--- config.mk ---
export PLATFORM = sky130hd
export DESIGN_NAME = board_loader
export DESIGN_NICKNAME = d
export VERILOG_FILES = /design/src/rtl/board_loader.sv
export SDC_FILE = /design/constraint.sdc
export NUM_CORES = 1
export LEC_CHECK = 0
export CAP_MARGIN = 20
export CORE_MARGIN = 2
export CORE_UTILIZATION = 41
export CTS_CLUSTER_SIZE = 12
export DETAILED_ROUTE_END_ITERATION = 6
export MAX_ROUTING_LAYER = met4
export PLACE_DENSITY = 0.63
export SKIP_LAST_GASP = 1
export SYNTH_ARGS = -nofsm -noshare
export SYNTH_HDL_FRONTEND = slang
export SYNTH_SLANG_ARGS = --single-unit
export TNS_END_PERCENT = 30
--- constraint.sdc ---
create_clock -name clk -period 3.4 [get_ports clk]
set_input_delay 0.68 -clock clk [delete_from_list [all_inputs] [get_ports clk]]
set_output_delay 0.68 -clock clk [all_outputs]
set_load 0.01 [all_outputs]
--- src/rtl/board_loader.sv ---
`default_nettype none
// ============================================================================
// Module   : board_loader
// Purpose  : Operator row-entry stage for the Game of Life board: debounced
//            cursor stepping, centre-button row commit and bulk-clear sweep.
//            Build option: define WRAP_EN for cursor wrap-around.
// Revision : 1.0  initial release
// ============================================================================
module board_loader #(
    parameter int ROWS      = 16,
    parameter int COLS      = 16,
    parameter int DB_CYCLES = 250000,
    parameter int RW        = $clog2(ROWS)
) (
    input  logic                 clk,
    input  logic                 rst_n,
    input  logic                 enable,
    input  logic                 btn_up,
    input  logic                 btn_down,
    input  logic                 btn_center,
    input  logic                 clear_req,
    input  logic [COLS-1:0]      sw,
    output logic [RW-1:0]        cursor,
    output logic [ROWS*COLS-1:0] board,
    output logic                 row_wr,
    output logic                 busy,
    output logic                 ready
);

    localparam int             CW         = (DB_CYCLES > 1) ? $clog2(DB_CYCLES) : 1;
    localparam logic [CW-1:0]  c_DB_LAST  = CW'(DB_CYCLES - 1);
    localparam logic [RW-1:0]  c_LAST_ROW = RW'(ROWS - 1);

    typedef enum logic [1:0] {
        S_IDLE  = 2'd0,
        S_EDIT  = 2'd1,
        S_CLEAR = 2'd2
    } state_t;

    logic [2:0] w_btn_raw;
    wire  [2:0] w_press;
    logic       w_up;
    logic       w_down;
    logic       w_center;

    assign w_btn_raw = {btn_center, btn_down, btn_up};
    assign w_up      = w_press[0];
    assign w_down    = w_press[1];
    assign w_center  = w_press[2];

    // Press fires on the same edge the debounced level would rise, so the
    // action lands DB_CYCLES+2 clocks after the raw rise.
    generate
        for (genvar b = 0; b < 3; b++) begin : g_btn
            logic          r_sync1;
            logic          r_sync2;
            logic          r_db;
            logic [CW-1:0] r_cnt;

            always_ff @(posedge clk or negedge rst_n) begin
                if (!rst_n) begin
                    r_sync1 <= 1'b0;
                    r_sync2 <= 1'b0;
                    r_db    <= 1'b0;
                    r_cnt   <= '0;
                end else begin
                    r_sync1 <= w_btn_raw[b];
                    r_sync2 <= r_sync1;
                    if (r_sync2 == r_db) begin
                        r_cnt <= '0;
                    end else if (r_cnt == c_DB_LAST) begin
                        r_cnt <= '0;
                        r_db  <= r_sync2;
                    end else begin
                        r_cnt <= r_cnt + CW'(1);
                    end
                end
            end

            assign w_press[b] = r_sync2 & ~r_db & (r_cnt == c_DB_LAST);
        end
    endgenerate

    state_t                      r_state;
    state_t                      w_state_nxt;
    logic [RW-1:0]               r_cursor;
    logic [RW-1:0]               w_cursor_nxt;
    logic [RW-1:0]               r_k;
    logic [RW-1:0]               w_k_nxt;
    logic                        r_row_wr;
    logic                        w_row_wr_nxt;
    logic                        w_wr_en;
    logic [RW-1:0]               w_wr_row;
    logic [COLS-1:0]             w_wr_data;
    logic [ROWS-1:0][COLS-1:0]   r_board;

    always_ff @(posedge clk or negedge rst_n) begin
        if (!rst_n) begin
            r_state  <= S_IDLE;
            r_cursor <= '0;
            r_k      <= '0;
            r_row_wr <= 1'b0;
        end else begin
            r_state  <= w_state_nxt;
            r_cursor <= w_cursor_nxt;
            r_k      <= w_k_nxt;
            r_row_wr <= w_row_wr_nxt;
        end
    end

    always_comb begin
        w_state_nxt  = r_state;
        w_cursor_nxt = r_cursor;
        w_k_nxt      = r_k;
        w_row_wr_nxt = 1'b0;
        w_wr_en      = 1'b0;
        w_wr_row     = r_cursor;
        w_wr_data    = sw;

        case (r_state)
            S_IDLE: begin
                if (clear_req) begin
                    w_state_nxt = S_CLEAR;
                    w_k_nxt     = '0;
                end else if (enable) begin
                    w_state_nxt = S_EDIT;
                end
            end

            S_EDIT: begin
                if (clear_req) begin
                    w_state_nxt = S_CLEAR;
                    w_k_nxt     = '0;
                end else if (!enable) begin
                    w_state_nxt = S_IDLE;
                end else begin
                    // Write uses the pre-move cursor; the move lands on the same edge.
                    if (w_center) begin
                        w_wr_en      = 1'b1;
                        w_row_wr_nxt = 1'b1;
                    end
                    if (w_up && !w_down) begin
                        if (r_cursor != '0)
                            w_cursor_nxt = r_cursor - RW'(1);
`ifdef WRAP_EN
                        else
                            w_cursor_nxt = c_LAST_ROW;
`endif
                    end else if (w_down && !w_up) begin
                        if (r_cursor != c_LAST_ROW)
                            w_cursor_nxt = r_cursor + RW'(1);
`ifdef WRAP_EN
                        else
                            w_cursor_nxt = '0;
`endif
                    end
                end
            end

            S_CLEAR: begin
                w_wr_en   = 1'b1;
                w_wr_row  = r_k;
                w_wr_data = '0;
                if (r_k == c_LAST_ROW) begin
                    w_k_nxt      = '0;
                    w_cursor_nxt = '0;
                    w_row_wr_nxt = 1'b1;
                    w_state_nxt  = enable ? S_EDIT : S_IDLE;
                end else begin
                    w_k_nxt = r_k + RW'(1);
                end
            end

            default: begin
                w_state_nxt = S_IDLE;
            end
        endcase
    end

    always_ff @(posedge clk or negedge rst_n) begin
        if (!rst_n) begin
            r_board <= '0;
        end else if (w_wr_en) begin
            r_board[w_wr_row] <= w_wr_data;
        end
    end

    assign cursor = r_cursor;
    assign board  = r_board;
    assign row_wr = r_row_wr;
    assign busy   = (r_state == S_CLEAR);
    assign ready  = (r_state == S_IDLE);

endmodule
`default_nettype wire

==> Word level (Yosys, flattened, before mapping) <==
Cells that the tools add are included.
{ "totals": {"regBits": 330, "latchBits": 0, "ramBits": 0, "mem_bits_ro": 0, "input_bits": 23, "out_inout_bits": 263, "n_memories": 0} }
{ "classes": {"addsub": 6, "multipliers": 0, "div_mod_pow": 0, "magnitude_cmp": 2, "n_eq_ne": 19, "shifts": 0, "mux": 35, "n_bitwise": 12, "n_reduce_logical": 16} }
{ "op_table": {"columns": ["op", "count"], "rows": [
  ["$bwmux W256", 1],
  ["$mux W18", 6],
  ["$demux W16 S4", 1],
  ["$add A18 B1 Y18 const B", 3],
  ["$eq A18 B18 Y1 const B", 3],
  ["$mux W4", 10],
  ["$mux W16", 2],
  ["$pmux W4 S2", 2],
  ["$ne A3 B3 Y1 const B", 5],
  ["$mux W2", 5],
  ["$add A4 B1 Y4 const B", 2],
  ["$reduce_and A2 Y1", 4],
  ["$reduce_and A7 Y1", 1],
  ["$and A1 B1 Y1", 6],
  ["$not A1 Y1", 6],
  ["$pmux W2 S3", 1],
  ["$lt A4 B5 Y1 const B", 1],
  ["$mux W1", 5],
  ["$eq A4 B4 Y1 const B", 1],
  ["$ge A4 B1 Y1 const B", 1],
  ["$ne A2 B1 Y1 const B", 2],
  ["$ne A2 B2 Y1 const B", 2],
  ["$ne A4 B4 Y1 const B", 1],
  ["$pmux W1 S2", 2],
  ["11 further kinds", 17]
]} }

==> Logic depth before layout (Yosys ltp) <==
{ "logic_depth": {"word_depth": 10, "mapped_depth": 14, "depth_no_buf": 13} }

==> Worst setup path before layout <==
Ideal clock, no wire load.
{ "synth_path": {"kind": "register to register", "from": "register r_state[0]", "to": "register r_board, in the netlist board[150]", "setup_time_ns": 0.116, "arrival_ns": 2.556, "required_time_ns": 3.284, "slack_ns": 0.729, "path_stages_with_launch": 12, "period_less_slack_ns": 2.671, "path_cell_list": "dfrtp_1 inv_1 ha_1 buf_2 clkbuf_1 clkbuf_1 nand3b_1 a21bo_2 nor2_1 clkbuf_1 nand3_1 o311ai_0"} }
{ "synth_between": {"elab_chain_len": 7, "word_cells_on_any_way": 11, "classes_between": "order compare (2); eq/ne (2); mux (6); reduce/logical (1)"} }
{ "synth_rtl": {"columns": ["element", "line", "text"], "rows": [
  ["from (decl)", "84", "state_t r_state;"],
  ["from (signal assigned)", "104", "r_state <= w_state_nxt;"],
  ["$eq A2 B2 Y1 *", null, null],
  ["net busy", "26", "output logic busy,"],
  ["$mux W4", "120", "case (r_state)"],
  ["$lt A4 B5 Y1 (implied by the code) or $ge A4 B1 Y1 (tied branches)", "184", "r_board[w_wr_row] <= w_wr_data;"],
  ["$logic_and A1 B1 Y1 (implied by the code)", "184", null],
  ["$mux W16 (implied by the code)", "184", null],
  ["$demux W16 S4", "184", null],
  ["$bwmux W256", "184", null],
  ["to (signal, indexed assignment)", "184", null],
  ["to (decl)", "95", "logic [ROWS-1:0][COLS-1:0] r_board;"]
]} }
The timed path passes the listed nets; every way through them passes the cells marked *.
A chain may end at the register's enable or synchronous reset.

==> Worst setup path in the final report <==
{ "layout_path": {"from": "register r_state[0]", "to": "output port busy"} }
{ "layout_between": {"elab_chain_len": 1} }
{ "layout_rtl": {"columns": ["element", "line", "text"], "rows": [
  ["$eq A2 B2 Y1", "191", "assign busy = (r_state == S_CLEAR);"],
  ["to (decl)", "26", null]
]} }
No other way between the ends.

==> metrics.log <==
[metrics] endpoint class of the critical path: primary output
[metrics] fraction of final layout cells sized beyond drive strength 1: 6.43%
[metrics] detailed-route DRC error count: 1
[metrics] critical path data arrival time: 2.49 ns
[metrics] Detail Placement HPWL: 35.4 mm
[metrics] worst path required time: 2.72 ns
[metrics] classification of the worst-slack hold path: input pin to asynchronous set/reset pin
[metrics] count of boundary I/O pins: 286
[metrics] worst slew slack as a fraction of its limit: 47.6%
[metrics] number of standard-cell rows in the floorplan: 73
[metrics] Filler Cells Inserted: 3631
[metrics] total negative slack: 0 ns
[metrics] Max rail drop VDD: 304 uV
[metrics] RSZ-0062 raised after global routing: false
[metrics] WS Path Type: flip-flop to primary output
[metrics] result of the run: complete, but fails checks
[metrics] final weighted congestion of routability-driven global placement: 0.832
[metrics] clock network latency to the later pin of the worst-skew pair: 0.54 ns
[metrics] number of CTS-inserted buffers: 38
[metrics] sequential area share after synthesis: 49.4%
[metrics] Startpoint Class: flip-flop
[metrics] Final Cycle Share: 93.1%
[metrics] number of instances in the synthesized netlist: 1885
[metrics] post-synthesis register bit count: 330
[metrics] synthesis warning total: 0
[metrics] total area of sequential cells: 8260 sq um
[metrics] Reg clk slew, reported paths: 0.06 ns
[metrics] WL/cell: 21.0 microns
[metrics] DRT Pass-1 Iters: 7
[metrics] worst r2r path cells: 7
[metrics] mean instance size in the synthesized netlist: 8.87 sq um
[metrics] buffers from clock root to sink, at most: 3
[metrics] number of max-slew violations in the final report: 0
[metrics] horizontal die dimension: 206 microns
[metrics] synthesized net count: 1922
[metrics] TritonCTS sink count: 330
[metrics] post-synthesis cell type count: 51
[metrics] setup violation total in the final timing report: 0
[metrics] DR vias/cell: 5.74
[metrics] post-synthesis cell area: 16700 sq um
[metrics] number of buffers inserted for hold repair after clock tree synthesis: 0
[metrics] achievable frequency: 316 MHz
[metrics] footprint of the multi-input gates: 6810 sq um
[metrics] Die Area: 42400 sq um
[metrics] level count of the clock H-tree: 2
[metrics] violations in the final reports: DRC
[metrics] Final Total Pwr: 9.97 mW
[metrics] post-CTS setup buffer count: 0
[metrics] first-pass GRT wire length: 84.6 mm
[metrics] crit-path max FO: 37
[metrics] initial antenna violation count: 0
[metrics] CTS tree: yes
[metrics] slew of the pin with the lowest slew margin: 0.785 ns
[metrics] fin cells: 2641
[metrics] Buffers on Ports: 285
[metrics] areal power density over the cells: 469 nW/um^2
[metrics] largest net degree at the start of global routing: 183
[metrics] placeable core region: 40000 sq um
[metrics] count of final hold-check violations: 0
[metrics] buffer cell driving the clock tree root: sky130_fd_sc_hd__clkbuf_16
[metrics] post-detailed-route count of antenna-violating nets: 0
[metrics] final worst path period need: 3.17 ns
[metrics] total wirelength of the detailed-routed design: 55.4 mm
[metrics] EDFF count, synth: 0
[metrics] placed insts: 2569
[metrics] synthesis-to-layout area growth: 27.2%
[metrics] vias in the first global route: 14.2k
[metrics] # nets final: 2124
[metrics] die span in y: 206 microns
[metrics] leakage power total: 10.8 nW
[metrics] Max Cap Viol: 0
[metrics] 1st-iter DRT viols: 1320
[metrics] starting density of the core: 41.8%
[metrics] total global routing track utilization: 26.4%
[metrics] Fin Clk Skew: 0.0158 ns
[metrics] Primary FF master, synth: sky130_fd_sc_hd__dfrtp_1
[metrics] async set or reset register ratio after synthesis: 100%
[metrics] aggregate global routing overflow: 0
[metrics] total of cells resized after clock tree synthesis: 0
[metrics] via count: 15.2k
-- critical path: stages, from the launching register on --
cell	delay (ns)
sky130_fd_sc_hd__dfrtp_1	0.41
sky130_fd_sc_hd__inv_1	0.16
sky130_fd_sc_hd__ha_4	0.25
sky130_fd_sc_hd__buf_4	0.46
sky130_fd_sc_hd__clkdlybuf4s50_1	0.65
-- flip-flops by register name, summed over array words and instances (netlist names) --
signal and count:
g_btn.r_sync2 3, g_btn.r_sync1 3, g_btn.r_db 3, board 256
r_k 4, g_btn.r_cnt 54, r_state 2, cursor 4
row_wr 1
-- cells in the mapped netlist (all sizes together) (8+ instances only) --
master  count  area share [%]
dfrtp     330              49
nand2     273             6.1
nand3     266             8.0
inv       259             5.8
o311ai    240              13
clkbuf    123             2.8
nor2       71             1.6
buf        53             1.6
and3       29             1.1
xnor2      28             1.5
nor2b      20            0.75
xor2       20             1.0
nor3b      19            0.85
nor3       17            0.51
a221o      16            0.96
ha         14             1.0
o21ai      14            0.42
a21oi      11            0.33
nand4       9            0.34
nor4        9            0.43
and2        8            0.30
-- stage by stage --
| step | hold WS [ns] | cell area [sq um] | worst slack (ns) | util, % |
|---|---|---|---|---|
| finish | 0.0958 | 21300 | 0.235 | 53.1 |
| global route | 0.127 | 21300 | 0.110 | 53.1 |
| CTS | 0.125 | 21200 | 0.204 | 53.1 |
| detailed placement | 0.335 | 20000 | 0.380 | 50.1 |
| global placement | 0.333 | 20000 | 0.512 | 50.1 |
| floorplan | 0.331 | 16700 | 0.729 | - |
-- cells in the final DEF (no fill, tap or decap), types with 17 or more instances in the layout --
| cell type | count |
|---|---|
| sky130_fd_sc_hd__clkdlybuf4s50_1 | 284 |
| sky130_fd_sc_hd__nand2_1 | 273 |
| sky130_fd_sc_hd__nand3_1 | 266 |
| sky130_fd_sc_hd__clkbuf_16 | 41 |
| sky130_fd_sc_hd__dfrtp_1 | 330 |
| sky130_fd_sc_hd__nor3b_1 | 19 |
| sky130_fd_sc_hd__xor2_1 | 20 |
| sky130_fd_sc_hd__and3_1 | 29 |
| sky130_fd_sc_hd__nor2_1 | 71 |
| sky130_fd_sc_hd__inv_1 | 259 |
| sky130_fd_sc_hd__buf_4 | 45 |
| sky130_fd_sc_hd__xnor2_1 | 28 |
| sky130_fd_sc_hd__o311ai_0 | 240 |
| sky130_fd_sc_hd__nor3_1 | 17 |
-- layer usage --
metal	routed length, microns	global-route usage (%)
met1	24500	37.2
met2	25800	40.1
met3	3610	3.34
met4	1440	7.96
met5	0	-
-- final timing paths --
kind	from	end	slack (ns)
max	r_state[0]$_DFFE_PN0P_	busy	0.23
min	rst_n	board[42]$_DFFE_PN0P_	0.1
max in group asynchronous	rst_n	board[149]$_DFFE_PN0P_	2.42
min reg2reg	g_btn[0].r_sync1$_DFF_PN0_	g_btn[0].r_sync2$_DFF_PN0_	0.35
max reg2reg	g_btn[2].r_cnt[8]$_DFF_PN0_	board[89]$_DFFE_PN0P_	0.46
min in group clk	g_btn[0].r_sync1$_DFF_PN0_	g_btn[0].r_sync2$_DFF_PN0_	0.35
-- layout make-up --
class,count,share of cell area (%)
Sequential cell,330,38.9
Multi-Input combinational cell,1120,32.0
Clock buffer,61,5.46
Timing Repair Buffer,338,15.8
Clock inverter,7,0.177
Antenna cell,1,0.0118
Tap cell,525,3.09
Inverter,259,4.57
-- kinds of logic (layout without fill, tap and decap cells) --
family / after synthesis / after routing / synth area share (%)
other: 0 / 1 / 0
multiplexers: 6 / 6 / 0.382
adder cells (fa/ha/maj): 14 / 14 / 1.05
flip-flops: 330 / 330 / 49.4
buffers and inverters: 435 / 665 / 10.2
AND/OR/NAND/NOR: 747 / 747 / 21.0
AO/OA/AOI/OAI: 305 / 305 / 15.5
XOR/XNOR: 48 / 48 / 2.52
-- where the power goes --
group | leakage (nW) | switching (mW) | internal [mW]
Sequential | 3.34 | 0.0793 | 4.00
Clock | 0.589 | 1.66 | 2.34
Combinational | 6.87 | 1.42 | 0.466
Total | 10.8 | 3.16 | 6.81
Power figures use the tool's default switching activity.
